## config.mk

```make
export PLATFORM = sky130hd
export DESIGN_NAME = prog_loader
export DESIGN_NICKNAME = d
export VERILOG_FILES = /design/src/rtl/prog_loader_pkg.sv /design/src/rtl/prog_loader_key_edge.sv /design/src/rtl/prog_loader.sv
export SDC_FILE = /design/constraint.sdc
export NUM_CORES = 1
export LEC_CHECK = 0
export BUFFER_PORTS_ARGS = -buffer_cell sky130_fd_sc_hd__buf_4
export CAP_MARGIN = 20
export CORE_ASPECT_RATIO = 0.75
export CORE_UTILIZATION = 45
export DETAILED_ROUTE_END_ITERATION = 8
export PLACE_DENSITY = 0.8
export SLEW_MARGIN = 20
export SYNTH_ARGS = -nofsm -noshare
export SYNTH_HDL_FRONTEND = slang
export SYNTH_SLANG_ARGS = --single-unit
```

## constraint.sdc

```tcl
create_clock -name clk -period 3.69 [get_ports clk]
set_clock_uncertainty 0.2 [all_clocks]
set_input_delay 0.369 -clock clk [delete_from_list [all_inputs] [get_ports clk]]
set_output_delay 0.369 -clock clk [all_outputs]
set_load 0.01 [all_outputs]
```

## src/rtl/prog_loader_pkg.sv

```systemverilog
// Shared processor definitions: instruction format and loader FSM encoding.
package prog_loader_pkg;

    localparam int unsigned INSTR_W    = 16;
    localparam int unsigned BYTE_W     = 8;
    localparam int unsigned OPCODE_MSB = 15;
    localparam int unsigned OPCODE_LSB = 12;

    typedef enum logic [2:0] {
        StLoadHi = 3'd0,
        StLoadLo = 3'd1,
        StWrite  = 3'd2,
        StFull   = 3'd3,
        StRun    = 3'd4
    } loader_state_e;

    function automatic logic [OPCODE_MSB-OPCODE_LSB:0] opcode_of(
        input logic [INSTR_W-1:0] instr
    );
        return instr[OPCODE_MSB:OPCODE_LSB];
    endfunction

endpackage

```

## src/rtl/prog_loader_key_edge.sv

```systemverilog
// Push-button conditioning: 2-flop synchronizer and registered press-edge pulse.
module key_edge (
    input  logic clk,
    input  logic rst,
    input  logic key_n,
    output logic strobe
);

    logic       sync1_q, sync2_q, prev_q, armed_q;
    logic [1:0] settle_q;

    // Strobes stay disarmed until the synchronizer holds a post-reset sample
    // of a released key, so a key held down through reset is never counted.
    always_ff @(posedge clk) begin
        if (rst) begin
            sync1_q  <= 1'b1;
            sync2_q  <= 1'b1;
            prev_q   <= 1'b1;
            armed_q  <= 1'b0;
            settle_q <= 2'd0;
            strobe   <= 1'b0;
        end else begin
            sync1_q <= key_n;
            sync2_q <= sync1_q;
            prev_q  <= sync2_q;
            if (settle_q != 2'd2) begin
                settle_q <= settle_q + 2'd1;
            end
            armed_q <= armed_q | ((settle_q == 2'd2) & sync2_q);
            strobe  <= armed_q & prev_q & ~sync2_q;
        end
    end

endmodule

```

## src/rtl/prog_loader.sv

```systemverilog
// Program memory loader: packs operator-entered byte pairs into instruction words
// written at an auto-incrementing address, holding the core in reset until run.
module prog_loader
    import prog_loader_pkg::*;
#(
    parameter int unsigned ADDR_W = 8
) (
    input  logic               clk,
    input  logic               rst,
    input  logic [BYTE_W-1:0]  sw_byte,
    input  logic               key_byte_n,
    input  logic               key_run_n,
    output logic               pmem_we,
    output logic [ADDR_W-1:0]  pmem_addr,
    output logic [INSTR_W-1:0] pmem_data,
    output logic               cpu_rst,
    output logic               loading,
    output logic               hi_pending,
    output logic               full,
    output logic [ADDR_W:0]    word_count
);

    localparam logic [ADDR_W-1:0] AddrMax = '1;

    logic byte_stb, run_stb;

    loader_state_e     state_q, state_d;
    logic [BYTE_W-1:0] hi_q, lo_q;
    logic [ADDR_W-1:0] addr_q;
    logic [ADDR_W:0]   count_q;

    key_edge u_key_byte (
        .clk    (clk),
        .rst    (rst),
        .key_n  (key_byte_n),
        .strobe (byte_stb)
    );

    key_edge u_key_run (
        .clk    (clk),
        .rst    (rst),
        .key_n  (key_run_n),
        .strobe (run_stb)
    );

    always_comb begin
        state_d = state_q;
        unique case (state_q)
            StLoadHi: begin
                // Run wins over a simultaneous byte press.
                if (run_stb) begin
                    state_d = StRun;
                end else if (byte_stb) begin
                    state_d = StLoadLo;
                end
            end
            StLoadLo: begin
                if (byte_stb) begin
                    state_d = StWrite;
                end
            end
            StWrite: begin
                state_d = (addr_q == AddrMax) ? StFull : StLoadHi;
            end
            StFull: begin
                if (run_stb) begin
                    state_d = StRun;
                end
            end
            StRun: begin
                state_d = StRun;
            end
            default: begin
                state_d = StLoadHi;
            end
        endcase
    end

    always_ff @(posedge clk) begin
        if (rst) begin
            state_q    <= StLoadHi;
            hi_q       <= '0;
            lo_q       <= '0;
            addr_q     <= '0;
            count_q    <= '0;
            pmem_we    <= 1'b0;
            cpu_rst    <= 1'b1;
            loading    <= 1'b1;
            hi_pending <= 1'b0;
            full       <= 1'b0;
        end else begin
            state_q <= state_d;
            if (state_q == StLoadHi && byte_stb && !run_stb) begin
                hi_q <= sw_byte;
            end
            if (state_q == StLoadLo && byte_stb) begin
                lo_q <= sw_byte;
            end
            // Address saturates at the last word; the count reaches capacity.
            if (state_q == StWrite) begin
                count_q <= count_q + (ADDR_W + 1)'(1);
                if (addr_q != AddrMax) begin
                    addr_q <= addr_q + ADDR_W'(1);
                end
            end
            pmem_we    <= (state_d == StWrite);
            cpu_rst    <= (state_d != StRun);
            loading    <= (state_d == StLoadHi) || (state_d == StLoadLo) || (state_d == StWrite);
            hi_pending <= (state_d == StLoadLo);
            full       <= (state_d == StFull);
        end
    end

    assign pmem_addr  = addr_q;
    assign pmem_data  = {hi_q, lo_q};
    assign word_count = count_q;

endmodule

```

==> run_results.csv, run 1 <==
group,metric,value,unit
sta,fmax,501,MHz
synth,ys_dominant_reg_cell,"dfxtp_1",
layout,syn_to_final_growth,21.1,%
flow_run,cap_violations,0,
grt,antenna_found_initial,0,
floorplan,start_util,48.3,%
setup_path,critPathLaunchType,"flip-flop",
drt,viasPerCell,5.48,
placed_design,hpwl,3320,um
layout,drive_gt1_share,26.9,%
synth,synthXorXnorAreaFrac,1.58,%
clock_tree,root_buffer,"clkbuf_8",
clock_tree,cts_resized,0,
sta,setup_tns,0,ns
drt,vias,1881,
drt,drc_errors,0,
sta,rsz0062_at_grt,"false",
sta,fin_hold_ws,0.0365,ns
sta,finalCriticalPeriod,2.00,ns
power,peakVddDrop,0.000216,V
setup_path,end_kind,"flip-flop",
drt,ant_nets,0,
clock_tree,cts_hold_buf,0,
drt,drt-total-wl,4690,um
sta,min_period_over_period,54.1,%
clock_tree,post_cts_buffers,0,
grt,grt_usage,19.4,%
synth,synth_top_area_cell,"dfxtp_1",
power,p_leak,1.05,nW
synth,ys_types,44,
clock_tree,cts_tree,"built",
synth,synth_compound_area_share,13.9,%
setup_path,path_max_fanout,13,
worst_hold_path,min_path_type,"in2reg",
floorplan,fp-row-count,21,
synth,yosysMostFrequentCell,"dfxtp_1",
sta,worst_pin_slew,0.682,ns
grt,grt.overflow.total,0,
clock_tree,htreeDepth,2,
synth,synthesis.area,0.00222,sq mm
synth,synth_top_family_by_area,"simple AND/OR/NAND/NOR gates",
setup_path,reg2reg_slack,1.69,ns
synth,synth_area_leaders,"dfxtp_1 (50%), a21oi_1 (6.1%), nand2_1 (4.1%)",
floorplan,fp.dieH,62.9,um
outcome,outcome,"complete, no violations",
drt,drt_pass1_iterations,4,
synth,seq_area_frac_synth,49.5,%
synth,netlist_instances,244,
synth,synth-simple-area-share,24.9,%
grt,grt_max_degree,57,
synth,yosysWarnings,0,
sta,slew_headroom,53.8,%
drt,route.detailed.wl_per_inst,13.7,um
sta,hold_viol,0,
layout,fin_nets,301,
synth,synth-edff-count,0,
floorplan,ios,50,
synth,synth_seq_cells,55,
sta,final_max_slew_viol_count,0,
clock_tree,cts_sinks,55,
synth,avgSynthCellArea,9.11,sq um
power,p_per_area,411,mW/mm^2
grt,grt_pass1_vias,1656,
grt,grt_pass1_wl,8040,um
layout,num_antenna_cells,0,
setup_path,cp.arrival,2.03,ns
setup_path,cp_data_required_time,3.72,ns
synth,syn_nets,260,
clock_tree,ctsLongestPathBuffers,2,
synth,async_flop_share,0,%
sta,setup_violations,0,
setup_path,worstSetupPathType,"reg2reg",
placed_design,io_buffers,49,
synth,yosys-top-cells-count,"dfxtp_1 (55), a21oi_1 (27), nand2_1 (24)",
floorplan,die_x,83.1,um
synth,synth_mux_area_share,3.49,%
synth,yosys.area_share.adder,2.25,%
placed_design,finalWeightedCongestion,0.838,
floorplan,fp.dieArea,0.00523,sq mm
synth,netlist.area_leader.share,49.5,%
clock_tree,path_clk_slew,0.09,ns
clock_tree,clock_latency,0.31,ns
floorplan,core_region_area,0.00460,sq mm
clock_tree,numCtsBuffers,5,
drt,drt_iter0_markers,131,
==> state kept, by name, summed over array words and instances (netlist names), 2 cells and up <==
signal               count
hi_q                     8
lo_q                     8
pmem_addr                8
state_q                  3
u_key_byte.settle_q      2
u_key_run.settle_q       2
word_count               9
==> metal layers <==
layer  vias up  share of wire, %  track usage (%)
met3         7               4.8             3.96
met5         -                 0                0
met1       886                51             28.3
met2        53                43             27.0
li1        935                 -                -
met4         0               1.6             9.05
==> per-stage QoR <==
step	util [%]	cell area, sq um	power (mW)	std cells	setup slack (ns)
after CTS	58.4	2690	1.11	343	1.66
final	58.5	2690	1.11	343	1.69
after floorplan	-	2220	0.745	244	1.91
after detailed placement	56.3	2590	0.775	335	1.68
after global routing	58.5	2690	1.17	343	1.61
after global placement	56.3	2590	0.767	335	1.78
==> final timing paths <==
| kind | start | cells after the start | end |
|---|---|---|---|
| worst min-delay path | key_run_n | 2 | u_key_run.sync1_q |
| worst min register to register | u_key_run.sync1_q | 1 | u_key_run.sync2_q |
| worst max register to register | state_q[1] | 3 | word_count[5] |
| worst max-delay path | state_q[1] | 3 | word_count[5] |
==> where the power goes <==
part           internal, mW  switching [mW]
registers             0.627          0.0194
logic                0.0531          0.0618
clock network         0.154           0.190
total                 0.834           0.271
==> cells by family (layout without fill, tap and decap cells) <==
family          after synthesis  after routing
buf+inv                      22             64
flops                        55             55
fa+ha+maj                     4              4
mux                           7              7
xor+xnor                      4              4
compound gates               51             51
simple gates                101            101
==> cells in the final DEF, fill, tap and decap left out, types with 4 or more instances in the layout <==
master | netlist | layout
buf_4 | 0 | 49
inv_1 | 7 | 7
nor2b_1 | 7 | 7
nor2_1 | 22 | 22
o21ai_0 | 9 | 9
a21oi_1 | 27 | 27
or2_2 | 7 | 7
dfxtp_1 | 55 | 55
nand2_1 | 24 | 24
ha_1 | 4 | 4
nand3_1 | 13 | 13
clkbuf_8 | 1 | 6
mux2_2 | 6 | 6
nand4_1 | 4 | 4
==> layout make-up <==
cell class / count / area (sq um)
Clock buffer: 7 / 86.3
Clock inverter: 1 / 8.76
Multi-Input combinational cell: 167 / 1030
Timing Repair Buffer: 49 / 368
Fill cell: 421 / 1910
Sequential cell: 55 / 1100
Inverter: 7 / 26.3
Tap cell: 57 / 71.3
==> worst max-delay path, stage by stage, from the launching register on <==
cell     delay, ns
dfxtp_1       0.53
or3b_4        0.51
or4_1         0.54
a21oi_1       0.15
Note: power is estimated with default switching activity, not from simulation.
==> run 2, diff against run 1 <==
- clock period: 3.69 -> 2.08 ns (I/O delays scaled with it)
==> run 2 against run 1 <==
  * Cell area increased by 5.9%
  * Die area unchanged
  * Clock power increased by 120%
  * Worst hold slack improved by 0.12 ns
  * Non-clock buffer count increased by 15
  * Via count increased by 0.48%
  * Cell count increased by 4.4%
  * Routed wire length increased by 1.9%
  * Core utilization increased by 3.4 points
  * Global-route usage increased by 0.45 points
==> run_results.csv, run 2 (same netlist as run 1, synthesis figures left out) <==
group,metric,value,unit
grt,grt_max_degree,57,
grt,grt_pass1_vias,1705,
placed_design,finalWeightedCongestion,0.811,
setup_path,crit_end,"pmem_addr[3]",
clock_tree,htreeDepth,2,
floorplan,ios,50,
setup_path,r2r_end,"pmem_addr[3]",
setup_path,critical_path.max_stage_delay,0.36,ns
power,p_switching,0.498,mW
power,p_leak,1.14,nW
power,p_int,1.62,mW
grt,antenna_found_initial,0,
grt,grt_usage,19.8,%
flow_run,cap_violations,0,
power,pwr-share-comb,10.6,%
layout,finish.utilization,62.0,%
grt,grt.overflow.total,0,
grt,gr-usage-met1,28.4,%
layout,layout_common_cells,"dfxtp_1 (55), buf_4 (54), a21oi_1 (27)",
placed_design,io_buffers,49,
floorplan,core_region_area,0.00460,sq mm
layout,drive_gt1_share,27.2,%
drt,drt_pass1_iterations,4,
sta,slew_headroom,61.9,%
layout,fin_nets,316,
sta,fin_hold_ws,0.159,ns
setup_path,reg2reg_slack,0.21,ns
power,report.power.total,2.11,mW
setup_path,path_max_fanout,6,
placed_design,place_inst,340,
sta,rsz0062_at_grt,"false",
placed_design,place_ws,0.218,ns
sta,worst_pin_slew,0.564,ns
power,p_per_area,742,mW/mm^2
worst_hold_path,min_path_type,"in2reg",
sta,hold_viol,0,
clock_tree,numCtsBuffers,5,
floorplan,fp-row-count,21,
clock_tree,root_buffer,"clkbuf_8",
power,p_seq_share,54.1,%
setup_path,r2r_start,"pmem_addr[0]",
setup_path,cp-startpoint,"pmem_addr[0]",
drt,ant_nets,0,
layout,largest_reg_flops,9,
grt,grt.busiest_layer,"met1",
setup_path,path_cells,"ha_1 > and4_1 > a211oi_1 > mux2_2",
setup_path,critPathBufInv,0,
power,peakVddDrop,0.000463,V
drt,viasPerCell,5.28,
outcome,outcome,"complete, no violations",
clock_tree,ctsLongestPathBuffers,2,
sta,min_period_over_period,90.1,%
sta,fmax,534,MHz
grt,grt_use_met2,28.3,%
setup_path,critPathTopFamily,"flip-flops",
layout,final_common_cell,"dfxtp_1",
setup_path,rr_worst_depth,4,
setup_path,end_kind,"flip-flop",
floorplan,start_util,48.3,%
drt,drt-total-wl,4780,um
clock_tree,path_clk_slew,0.09,ns
setup_path,cp_data_required_time,2.08,ns
layout,final_cell_area,0.00285,sq mm
setup_path,cp.arrival,1.88,ns
placed_design,placed_area,0.00263,sq mm
layout,fin_cells,358,
layout,syn_to_final_growth,28.2,%
setup_path,cp.depth,4,
grt,grt_pass1_wl,8270,um
sta,setup_ws,0.207,ns
placed_design,hpwl,3280,um
layout,num_antenna_cells,0,
layout,nFillCells,382,
floorplan,die_x,83.1,um
drt,drc_errors,0,
sta,setup_violations,0,
sta,final_max_slew_viol_count,0,
setup_path,cpMaxStageDelayCell,"dfxtp_1",
setup_path,worstSetupPathType,"reg2reg",
power,clkPwrFrac,35.3,%
setup_path,critPathLaunchType,"flip-flop",
grt,use_met3,5.81,%
sta,finalCriticalPeriod,1.87,ns
drt,route.detailed.wl_per_inst,13.4,um
clock_tree,cts_sinks,55,
drt,drt_iter0_markers,148,
drt,vias,1890,
sta,setup_tns,0,ns
floorplan,fp.dieH,62.9,um
clock_tree,clock_latency,0.31,ns
floorplan,fp.dieArea,0.00523,sq mm
power,swShare,23.6,%
clock_tree,cts_tree,"built",
[run 2: cell types whose count changed in the layout (fill, tap and decap cells not counted), sizes merged]
cell and change:
bufinv +1, clkbuf -1, inv +1, dlygate4sd3 +10, clkinv -1, buf +5
[run 2: layout make-up]
cell class | instances | area (sq um) | area share, %
sequential | 55 | 1100 | 38.6
multi-input combinational | 167 | 1020 | 35.9
timing repair buffer | 64 | 505 | 17.7
clock buffer | 6 | 82.6 | 2.90
tap | 57 | 71.3 | 2.50
clock inverter | 2 | 38.8 | 1.36
inverter | 7 | 26.3 | 0.922
[run 2: repair_timing]
action | in CTS | in global routing
hold endpoints to repair | 16 | 0
setup endpoints to repair | 0 | 0
hold buffers | 10 | 0
resized for setup | 0 | 0
setup buffers | 0 | 0
[run 2: how the worst min path moves through the flow]
stage / startpoint / endpoint / cells past startpoint
after detailed placement: u_key_run.sync1_q / u_key_run.sync2_q / 1
after floorplan: key_byte_n / u_key_byte.sync1_q / 1
after global placement: u_key_run.sync1_q / u_key_run.sync2_q / 1
after CTS: rst / u_key_run.settle_q[0] / 2
final: rst / u_key_run.settle_q[0] / 2
after global routing: rst / word_count[2] / 2
[run 2: worst reg2reg max path: stages (launching register included)]
cell	delay (ns)
dfxtp_1	0.36
ha_1	0.26
and4_1	0.28
a211oi_1	0.31
mux2_2	0.36
[run 2: power by group through the flow]
| stage | Clock (mW) | Sequential (mW) | Combinational [mW] |
|---|---|---|---|
| 6_report | 0.746 | 1.14 | 0.224 |
| 5_1_grt | 0.811 | 1.15 | 0.262 |
| 4_1_cts | 0.761 | 1.14 | 0.226 |
| 3_5_place_dp | 0 | 1.17 | 0.210 |
| 3_3_place_gp | 0 | 1.16 | 0.200 |
| 2_1_floorplan | 0 | 1.16 | 0.161 |
[run 2: layer usage]
metal  share of wire [%]  vias to the layer above
li1                    -                      963
met1                  52                      869
met2                  42                       48
met3                 4.6                       10
met4                 1.6                        0
met5                   0                        -
==> run 3, diff against run 2 <==
- CORE_ASPECT_RATIO: 0.75 -> 2
==> run 3 against run 2 <==
  * Critical path depth unchanged
  * Critical endpoint unchanged
  * Routed wire length increased by 2.2%
  * Sequential power about the same
  * Non-clock buffer count decreased by 1
  * Fmax increased by 2.1%
  * Core utilization decreased by 1.9 points
  * Sequential cell count unchanged
  * Clock power decreased by 18%
  * Cell area decreased by 1.3%
  * Power decreased by 6.3%
  * Sequential share of layout area increased by 0.50 points
  * Global-route usage increased by 0.29 points
==> run_results.csv, run 3 (same netlist as run 1, synthesis figures left out) <==
group,metric,value,unit
clock_tree,clock_latency,0.31,ns
floorplan,fp-row-count,35,
flow_run,cap_violations,0,
placed_design,place_inst,337,
floorplan,fp.dieArea,0.00524,sq mm
floorplan,fp.dieH,101,um
grt,antenna_found_initial,0,
worst_hold_path,min_path_type,"in2reg",
setup_path,path_max_fanout,6,
layout,layout.area.seq,0.00110,sq mm
drt,viasPerCell,5.47,
worst_hold_path,hp-start,"rst",
setup_path,critPathLaunchType,"flip-flop",
layout,fin_nets,315,
sta,rsz0062_at_grt,"false",
power,p_leak,1.12,nW
setup_path,critPathBufInv,0,
clock_tree,root_buffer,"clkbuf_8",
worst_hold_path,worst_hold_path.endpoint,"word_count[0]",
clock_tree,cts_sinks,55,
power,peakVddDrop,0.000539,V
setup_path,r2r_start,"pmem_addr[0]",
setup_path,cpMaxStageDelayCell,"dfxtp_1",
grt,grt_pass1_vias,1878,
drt,drt_iter0_markers,23,
sta,final_max_slew_viol_count,0,
sta,setup_violations,0,
setup_path,reg2reg_slack,0.24,ns
layout,largest_reg_flops,9,
clock_tree,cts_tree,"built",
layout,final_common_cell,"dfxtp_1",
placed_design,finalWeightedCongestion,0.756,
drt,drt-total-wl,4890,um
grt,grt_pass1_wl,7940,um
setup_path,critical_path.max_stage_delay,0.36,ns
setup_path,worstSetupPathType,"reg2reg",
layout,nFillCells,395,
layout,drive_gt1_share,26.7,%
setup_path,cp_data_required_time,2.08,ns
grt,grt.overflow.total,0,
sta,min_period_over_period,88.3,%
layout,num_antenna_cells,0,
clock_tree,numCtsBuffers,5,
floorplan,die_x,51.7,um
sta,fmax,545,MHz
sta,setup_tns,0,ns
setup_path,path_cells,"ha_1 > and4_1 > a211oi_1 > mux2_2",
clock_tree,htreeDepth,2,
placed_design,hpwl,3300,um
drt,ant_nets,0,
clock_tree,path_clk_slew,0.09,ns
floorplan,start_util,47.4,%
setup_path,r2r_end,"pmem_addr[3]",
sta,finalCriticalPeriod,1.84,ns
setup_path,critPathTopFamily,"flip-flops",
outcome,outcome,"complete, no violations",
grt,grt_usage,20.1,%
drt,drc_errors,0,
floorplan,ios,50,
layout,fin_cells,355,
power,p_per_area,704,mW/mm^2
setup_path,cp.arrival,1.84,ns
layout,syn_to_final_growth,26.6,%
drt,drt_pass1_iterations,6,
clock_tree,post_cts_buffers,0,
floorplan,core_region_area,0.00469,sq mm
layout,multiInputGateArea,0.00102,sq mm
drt,route.detailed.wl_per_inst,13.8,um
worst_hold_path,holdPathStages,2,
sta,worst_pin_slew,0.557,ns
setup_path,end_kind,"flip-flop",
drt,vias,1942,
placed_design,io_buffers,49,
sta,hold_viol,0,
setup_path,rr_worst_depth,4,
clock_tree,ctsLongestPathBuffers,2,
layout,layout_common_cells,"dfxtp_1 (55), buf_4 (53), a21oi_1 (27)",
sta,slew_headroom,62.3,%
grt,grt_max_degree,57,
-- run 3: cell types whose count changed in the layout (fill, tap and decap cells not counted), sizes merged --
cell,before,now
buf,54,53
bufinv,1,0
clkbuf,6,7
clkinv,0,1
inv,8,7
-- run 3: cell type report --
cell class              instances  share of cell area (%)
repair buffers                 63                    17.7
clock buffers                   7                    3.07
well taps                      55                    2.45
inverters                       7                   0.934
multi-input cells             167                    36.4
clock inverters                 1                   0.311
flip-flops and latches         55                    39.1
-- run 3: routing by layer --
layer	part of all wire (%)	track usage [%]
met1	40	19.5
met2	54	38.1
met3	3.2	3.75
met4	2.7	10.8
met5	0	0
-- run 3: how the worst max path moves through the flow --
| stage | from | endpoint | slack, ns | cells after the start |
|---|---|---|---|---|
| 3_5_place_dp | pmem_addr[0] | pmem_addr[3] | 0.28 | 4 |
| 2_1_floorplan | pmem_addr[0] | pmem_addr[3] | 0.30 | 4 |
| 3_3_place_gp | pmem_addr[0] | pmem_addr[3] | 0.28 | 4 |
| 5_1_grt | pmem_addr[0] | pmem_addr[3] | 0.14 | 4 |
| 6_report | pmem_addr[0] | pmem_addr[3] | 0.24 | 4 |
| 4_1_cts | pmem_addr[0] | pmem_addr[3] | 0.26 | 4 |
-- run 3: metrics by stage --
step	area (sq um)	utilization (%)	hold WS, ns	total power [mW]	setup slack, ns
2_1_floorplan	2220	-	0.112	1.32	0.300
3_3_place_gp	2620	55.9	0.195	1.36	0.282
3_5_place_dp	2620	55.9	0.196	1.38	0.285
4_1_cts	2810	60.0	0.149	2.01	0.261
5_1_grt	2810	60.0	0.178	2.09	0.144
6_report	2810	60.0	0.167	1.98	0.244
-- run 3: report_power, final --
part / internal (mW) / leakage [nW] / total (mW) / switching (mW)
Clock: 0.273 / 0.0484 / 0.611 / 0.338
Combinational: 0.107 / 0.623 / 0.224 / 0.117
Sequential: 1.11 / 0.446 / 1.14 / 0.0330
-- run 3: timing repair --
| action | in CTS | in global routing |
|---|---|---|
| resized for setup | 0 | 0 |
| endpoints found under the hold margin | 18 | 0 |
| hold buffers | 10 | 0 |
-- run 3: worst register-to-register path: cells and delay by family, from the launching register on --
kind | cells | cell delay (ns)
flops | 1 | 0.36
mux | 1 | 0.36
simple gates | 1 | 0.29
fa+ha+maj | 1 | 0.26
compound gates | 1 | 0.28
